===== config.mk =====
export PLATFORM = sky130hd
export DESIGN_NAME = unary_frame_accumulator
export DESIGN_NICKNAME = d
export VERILOG_FILES = /design/src/rtl/unary_pkg.sv /design/src/rtl/unary_popcount.sv /design/src/rtl/unary_frame_accumulator.sv
export SDC_FILE = /design/constraint.sdc
export NUM_CORES = 1
export LEC_CHECK = 0
export BUFFER_PORTS_ARGS = -buffer_cell sky130_fd_sc_hd__buf_2
export CAP_MARGIN = 20
export CORE_ASPECT_RATIO = 0.5
export CORE_MARGIN = 5
export CORE_UTILIZATION = 35
export DETAILED_ROUTE_END_ITERATION = 7
export SYNTH_ARGS = -nofsm -noshare
export SYNTH_HDL_FRONTEND = slang
export SYNTH_SLANG_ARGS = --single-unit

===== constraint.sdc =====
create_clock -name clk -period 2.8 [get_ports clk]
set_input_delay 0.28 -clock clk [delete_from_list [all_inputs] [get_ports clk]]
set_output_delay 0.28 -clock clk [all_outputs]
set_load 0.01 [all_outputs]

===== src/rtl/unary_pkg.sv =====
// rtl/unary_pkg.sv - shared types and helpers for the unary frame accumulator
package unary_pkg;

    typedef enum logic {
        ACCUM = 1'b0,
        HOLD  = 1'b1
    } ufa_state_t;

    localparam int UW_MAX = 32;

    // A thermometer word has no set bit sitting above a clear bit.
    function automatic logic uw_is_thermo(input logic [UW_MAX-1:0] w, input int bw);
        logic ok;
        ok = 1'b1;
        for (int i = 1; i < UW_MAX; i++) begin
            if (i < bw && w[i] && !w[i-1]) begin
                ok = 1'b0;
            end
        end
        return ok;
    endfunction

endpackage


===== src/rtl/unary_popcount.sv =====
// rtl/unary_popcount.sv - combinational ones-count and thermometer check of one word
module unary_popcount
    import unary_pkg::*;
#(
    parameter int BWIDTH = 4
) (
    input  logic [BWIDTH-1:0]             i_data,
    output logic [$clog2(BWIDTH+1)-1:0]   o_pop,
    output logic                          o_malformed
);

    localparam int PW = $clog2(BWIDTH + 1);

    always_comb begin
        o_pop = '0;
        for (int i = 0; i < BWIDTH; i++) begin
            o_pop = o_pop + PW'(i_data[i]);
        end
    end

    assign o_malformed = !uw_is_thermo(UW_MAX'(i_data), BWIDTH);

endmodule


===== src/rtl/unary_frame_accumulator.sv =====
// rtl/unary_frame_accumulator.sv - sums ones-counts of FRAME_LEN unary words per result
module unary_frame_accumulator
    import unary_pkg::*;
#(
    parameter int BWIDTH    = 4,
    parameter int FRAME_LEN = 16
) (
    input  logic                                      clk,
    input  logic                                      rst_n,
    input  logic                                      clear,
    input  logic                                      in_valid,
    output logic                                      in_ready,
    input  logic [BWIDTH-1:0]                         in_data,
    output logic                                      out_valid,
    input  logic                                      out_ready,
    output logic [$clog2(BWIDTH*FRAME_LEN+1)-1:0]     out_sum,
    output logic                                      in_err
);

    localparam int ACC_W = $clog2(BWIDTH * FRAME_LEN + 1);
    localparam int CNT_W = $clog2(FRAME_LEN);
    localparam int PW    = $clog2(BWIDTH + 1);

    ufa_state_t          r_state;
    ufa_state_t          w_state_nxt;
    logic [ACC_W-1:0]    r_acc;
    logic [CNT_W-1:0]    r_cnt;
    logic [ACC_W-1:0]    r_out_sum;
    logic                r_in_err;
    logic                r_live;
    logic [PW-1:0]       w_pop;
    logic                w_malformed;
    logic                w_accept;
    logic                w_last;
    logic [ACC_W-1:0]    w_acc_sum;

    unary_popcount #(
        .BWIDTH (BWIDTH)
    ) u_popcount (
        .i_data      (in_data),
        .o_pop       (w_pop),
        .o_malformed (w_malformed)
    );

    assign w_last    = (r_cnt == CNT_W'(FRAME_LEN - 1));
    assign w_acc_sum = r_acc + ACC_W'(w_pop);

    always_ff @(posedge clk or negedge rst_n) begin
        if (!rst_n) begin
            r_state <= ACCUM;
        end else begin
            r_state <= w_state_nxt;
        end
    end

    // r_live keeps in_ready low until the first edge after reset release.
    always_comb begin
        w_state_nxt = r_state;
        in_ready    = 1'b0;
        out_valid   = 1'b0;
        case (r_state)
            ACCUM: begin
                in_ready = r_live;
                if (in_valid && r_live && w_last) begin
                    w_state_nxt = HOLD;
                end
            end
            HOLD: begin
                out_valid = 1'b1;
                if (out_ready) begin
                    w_state_nxt = ACCUM;
                end
            end
            default: w_state_nxt = ACCUM;
        endcase
        if (clear) begin
            w_state_nxt = ACCUM;
        end
    end

    assign w_accept = in_valid && in_ready && !clear;

    always_ff @(posedge clk or negedge rst_n) begin
        if (!rst_n) begin
            r_live    <= 1'b0;
            r_acc     <= '0;
            r_cnt     <= '0;
            r_out_sum <= '0;
            r_in_err  <= 1'b0;
        end else begin
            r_live <= 1'b1;
            if (clear) begin
                r_acc    <= '0;
                r_cnt    <= '0;
                r_in_err <= 1'b0;
            end else if (w_accept) begin
                if (w_malformed) begin
                    r_in_err <= 1'b1;
                end
                if (w_last) begin
                    r_out_sum <= w_acc_sum;
                    r_acc     <= '0;
                    r_cnt     <= '0;
                end else begin
                    r_acc <= w_acc_sum;
                    r_cnt <= r_cnt + 1'b1;
                end
            end else if (r_state == HOLD && out_ready) begin
                r_in_err <= 1'b0;
            end
        end
    end

    assign out_sum = r_out_sum;
    assign in_err  = r_in_err;

endmodule


==> results.md, run 1 <==
- Multi-input gate area: 616.8 µm²
- Final Cell Area: 1381 µm²
- Initial antenna violation count: 0
- Post_cts resized: 0
- Cell variety after synth: 39
- Syn. warnings: 0
- Global Route Usage Sum: 10.65%
- Worst Setup End Kind: register
- Top cells by area, synth: dfrtp_1 44%, ha_1 6.3%, nand2_1 3.8%
- Number of global-route vias before repair: 811
- Crit path depth: 12
- DR vias: 875
- Largest net degree at the start of global routing: 22
- Post-synthesis cell count: 115
- Worst-path clk slew: 80 ps
- Core Area: 3359 µm²
- H-Tree Level Count: 1
- Register area: 525.5 µm²
- Pleak: 0.0006705 µW
- Synthesis-to-finish area growth: 15.24%
- Initial core utilization: 35.68%
- Critical path cell sequence: buf_2 -> ha_1 -> inv_1 -> fa_1 -> inv_1 -> ha_1 -> inv_1 -> fa_1 -> nor2b_1 -> o2111ai_1 -> or3_1 -> a31oi_1
- Flop and latch count out of synthesis: 21
- CP peak stage delay: 400 ps
- Kind of critical path: primary input to register
- # fillers: 340
- Buf/Inv on CP: 4
- Clock sinks: 21
- Row cnt: 15
- Hold depth: 2
- Critical Path Fanout Max: 3
- Final net count: 154
- Fin crit share: 85.31%
- CP delay by family, top: adder cells
- Setup-failing EPs final: 0
- IO Port Bufs: 18
- Arrival time worst endpoint: 2580 ps
- Die area: 4766 µm²
- DP Area: 1326 µm²
- Met3 Wirelength: 95 µm
- WP data required: 2990 ps
- Antenna-violating nets left: 0
- Hold Buf Count CTS: 1
- Clk root buf: clkbuf_8
- DRC Markers: 0
- Worst path slowest cell: fa_1
- Gpl congestion: 0.7809
- Post-synth ARST share: 100.0%
- Vias per inst: 4.916
- Max rail drop VDD: 200.1 µV
- Pwr dens: 435.0 nW/µm²
- Die W: 92.76 µm
- Max clock buf depth: 2
- Reg2Reg Depth: 7
- Critical Path Source Type: primary input
- M1 wire length: 1097 µm
- Run status: completed
- Hold Path Class: primary input to register
- Final hold vios: 0
- Syn Nets: 132
- Leading area contributor after synthesis: dfrtp_1
- Drt pass-1 iters: 4
- TNS Setup: 0 ps
- Top routing layer used: met4
- Post-DP HPWL: 1651 µm
- Detailed Route Iter0 Violations: 26
- Most frequent cell on the critical path: inv_1
- Ys flop type: dfrtp_1
- CTS tree: done
- I/O pin cnt: 19
- Gr ovfl total: 0
- Post-synth top area share: 43.84%
- Min Tclk post-route: 2389 ps
- RSZ-0062 raised after global routing: no
- Global-route wire length before repair: 3884 µm
- Slew Limit Fails: 0
- Post-CTS Setup Repair Bufs: 0
- Num CTS Buffers: 3
- Layout cells sized above 1: 24.26%
- Syn avg cell area: 10.42 µm²
- Fmax: 418.6 MHz
- Die height: 51.38 µm
- Syn Std Cell Area: 1199 µm²
- Ant diodes: 0
- Met2 routed wirelength: 1045 µm
- Worst clock skew: 7.760 ps
- Max-Cap Viols: 0
- DR WL/cell: 12.69 µm
- Clk_lat worst skew: 260 ps
- Post-synthesis sequential area ratio: 43.84%
- Detailed Route WL: 2259 µm
- Number of synthesized flops with an enable pin: 0
## cells by family (layout without fill, tap and decap cells)
group	Yosys count	count (layout)	share of synthesized area (%)
flip-flops	21	21	43.84
adder cells (fa/ha/maj)	8	8	9.603
XOR/XNOR	6	6	4.384
buffers and inverters	12	33	4.697
AO/OA/AOI/OAI	25	25	14.51
multiplexers	3	3	2.714
AND/OR/NAND/NOR	39	39	19.94
other	1	1	0.3129
## power by group
group	total (µW)	switching (µW)	internal (µW)	leakage, µW
Combinational	84.2	48.6	35.6	0.000359
Clock	201	99.3	101	0.0000228
Sequential	316	6.18	310	0.000289
Total	601	154	447	0.000671
## synth_stat cells, types with 2 or more instances
master and n:
a21oi_1 6, a22oi_1 2, a31oi_1 2, dfrtp_1 21
fa_1 2, ha_1 6, inv_1 9, mux2_2 2
nand2_1 12, nand2b_1 2, nand3_1 3, nand3b_1 2
nor2_1 6, nor2b_1 3, o2111ai_1 2, o21ai_0 2
o21ai_2 5, or3_1 3, xor2_1 5
## cell usage in the layout (no fill, tap or decap), types with 5 or more instances in the layout
master / n
inv_1: 9
o21ai_2: 5
xor2_1: 5
buf_2: 18
ha_1: 6
nand2_1: 12
a21oi_1: 6
nor2_1: 6
dfrtp_1: 21
## per-layer routing
metal  GRT usage (%)  vias up
li1                -      442
met1           13.78      419
met4           2.190        0
met3           3.676        2
met5               0        -
met2           17.40       12
## registers in the layout (all words and copies together), names as in the netlist
name and count:
in_err 1, r_acc 7, r_cnt 4, r_live 1, r_state 1, out_sum 7
## final cells by class
cell class	instances	area share, %
Multi-Input combinational cell	82	44.66
Sequential cell	21	38.04
Timing Repair Buffer	20	7.790
Tap cell	42	3.804
Clock buffer	4	3.261
Inverter	9	2.446
## metrics by stage
step | hold slack (ps) | std cells | util, % | total power (µW) | setup slack [ps]
after floorplan | -15.59 | 115 | - | 378.6 | 290.5
after global placement | 274.0 | 173 | 39.48 | 406.1 | 161.2
after detailed placement | 276.0 | 173 | 39.48 | 406.9 | 133.9
after CTS | 214.7 | 178 | 41.12 | 610.6 | 407.5
after global routing | 224.0 | 178 | 41.12 | 635.4 | 273.9
final | 214.8 | 178 | 41.12 | 600.9 | 411.2
## worst paths after layout
| kind | endpoint | slack, ps | start |
|---|---|---|---|
| max reg2reg | r_acc[6] | 970 | r_acc[0] |
| max in group asynchronous | r_acc[2] | 1940 | rst_n |
| min reg2reg | out_sum[1] | 480 | out_sum[1] |
| max | r_acc[6] | 410 | in_data[0] |
| min in group asynchronous | r_acc[1] | 510 | rst_n |
| min | in_err | 210 | out_ready |
Power figures use the tool's default switching activity.
==> inputs of run 2 (changes only) <==
REMOVE_ABC_BUFFERS = 1   (was not set)
==> results.md, run 2 (synthesis results as in run 1) <==
- DP Area: 1326 µm² (unchanged)
- Post-CTS Setup Repair Bufs: 0 (unchanged)
- Critical Path Fanout Max: 3 (unchanged)
- Antenna-violating nets left: 0 (unchanged)
- Clk root buf: clkbuf_8
- Initial core utilization: 35.68% (unchanged)
- Post-DP HPWL: 1636 µm (-0.88%)
- Core Area: 3359 µm² (unchanged)
- Kind of critical path: primary input to register
- Most frequent cells in the layout: 21 x dfrtp_1, 18 x buf_2, 12 x nand2_1
- Initial antenna violation count: 0 (unchanged)
- Gpl congestion: 0.7998 (+2.4%)
- Die W: 92.76 µm (unchanged)
- RSZ-0062 raised after global routing: no
- Gr ovfl total: 0 (unchanged)
- Final net count: 154 (unchanged)
- Critical path cell sequence: buf_2 -> ha_1 -> inv_1 -> fa_1 -> inv_1 -> ha_1 -> inv_1 -> fa_1 -> nor2b_1 -> o2111ai_1 -> or3_1 -> a31oi_1
- Worst path slowest cell: fa_1
- Global Route Usage Sum: 10.38% (-0.27 points)
- Crit Reg-Reg Startpoint: r_acc[0]
- Global-route wire length before repair: 3884 µm (unchanged)
- Die height: 51.38 µm (unchanged)
- Detailed Route Iter0 Violations: 21 (-19%)
- Internal power: 444.6 µW (-0.51%)
- Synthesis-to-finish area growth: 15.34% (about the same)
- Hold depth: 2 (unchanged)
- Vias per inst: 4.994 (+1.6%)
- TNS Setup: 0 ps (unchanged)
- Setup-failing EPs final: 0 (unchanged)
- Worst Setup End Kind: register
- Fin crit share: 86.00% (+0.69 points)
- R2R Setup Slk: 950 ps (-20 ps)
- Most frequent cell on the critical path: inv_1
- Largest net degree at the start of global routing: 22 (unchanged)
- Slew Limit Fails: 0 (unchanged)
- I/O pin cnt: 19 (unchanged)
- Row cnt: 15 (unchanged)
- Switching power: 153.8 µW (-0.14%)
- H-Tree Level Count: 1 (unchanged)
- Dpl ws: 124.8 ps (-9.149 ps)
- Pleak: 0.0006733 µW (+0.41%)
- DR vias: 889 (+1.6%)
- Reg2Reg Depth: 7 (unchanged)
- Leading cell type in the layout, fill and taps excluded: dfrtp_1
- Number of global-route vias before repair: 872 (+7.5%)
- DRC Markers: 0 (unchanged)
- Worst clock skew: 9.827 ps (+2.067 ps)
- Hold endpoint: in_err
- Worst-path clk slew: 80 ps (about the same)
- CTS tree: done
- Flop pwr share: 52.8% (+0.2 points)
- Max-Cap Viols: 0 (unchanged)
- DR WL/cell: 12.43 µm (-2.1%)
- Worst flop-to-flop path endpoint: r_acc[6]
- Layout cells sized above 1: 25.00% (+0.74 points)
- Max rail drop VDD: 151.7 µV (-24%)
- Die area: 4766 µm² (unchanged)
- Final hold vios: 0 (unchanged)
- Fmax: 415.3 MHz (-0.80%)
- IO Port Bufs: 18 (unchanged)
- Critical Path Source Type: primary input
- Combinational power share: 14.0% (about the same)
- Sw Share: 25.70% (+0.070 points)
- Clk_lat worst skew: 270 ps (about the same)
- WP data required: 2990 ps (about the same)
- Arrival time worst endpoint: 2600 ps (+20 ps)
- Max clock buf depth: 2 (unchanged)
- Final Cell Area: 1383 µm² (about the same)
- Hold Path Class: primary input to register
- Ant diodes: 0 (unchanged)
- Min Tclk post-route: 2408 ps (+19.22 ps)
- Num CTS Buffers: 3 (unchanged)
- CP peak stage delay: 400 ps (about the same)
- Clock group share of total power: 33.2% (-0.2 points)
- Detailed Route WL: 2212 µm (-2.1%)
- Drt pass-1 iters: 4 (unchanged)
- Worst setup margin: 392.0 ps (-19.22 ps)
- Pwr dens: 432.8 nW/µm² (-0.51%)
- Run status: completed
- Origin of the worst min-delay path: out_ready
- Clock sinks: 21 (unchanged)
- Final core occ: 41.15% (about the same)
==> run 2: how the worst max path moves through the flow <==
stage,startpoint,slack [ps],to,cells past startpoint
floorplan,in_data[0],290,r_acc[6],11
global placement,in_data[0],160,r_acc[6],12
detailed placement,in_data[0],120,r_acc[6],12
CTS,in_data[0],410,r_acc[6],12
global route,in_data[0],240,r_acc[6],12
finish,in_data[0],390,r_acc[6],12
==> run 2: timing repair <==
item | 4_1_cts | 5_1_grt
endpoints found under the hold margin | 21 | 0
resized for setup | 0 | 0
hold buffers | 1 | 0
==> run 2: stage by stage <==
stage / hold WS [ps] / cells / power (µW)
after global routing: 222.1 / 178 / 640.9
after detailed placement: 273.3 / 173 / 406.1
after global placement: 272.2 / 173 / 405.4
after CTS: 203.9 / 178 / 611.9
final: 211.2 / 178 / 598.4
after floorplan: -15.59 / 112 / 375.2
==> run 2: layer usage <==
metal	part of all wire (%)	wire length (µm)	global-route usage (%)
met3	5.8	128	3.971
met4	0.95	21	2.920
met1	48	1060	13.19
met5	0	0	0
met2	45	1001	16.57
==> run 2: power by group through the flow <==
stage	Clock, µW	Sequential [µW]	Combinational (µW)
5_1_grt	226	317	97.3
3_5_place_dp	0	322	84.3
4_1_cts	210	316	85.8
2_1_floorplan	0	321	54.0
3_3_place_gp	0	322	83.5
6_report	199	316	83.6
==> run 2: cell type report <==
cell class	instances	area [µm²]
fill	330	1977
multi-input combinational	82	616.8
sequential	21	525.5
timing repair buffer	20	107.6
tap	42	52.55
clock buffer	3	41.29
inverter	9	33.78
clock inverter	1	5.005
==> run 2: critical path: cells and delay by family <==
family                   cells  cell delay [ps]
buffers and inverters        4              290
AO/OA/AOI/OAI                2              290
adder cells (fa/ha/maj)      4             1250
AND/OR/NAND/NOR              2              490
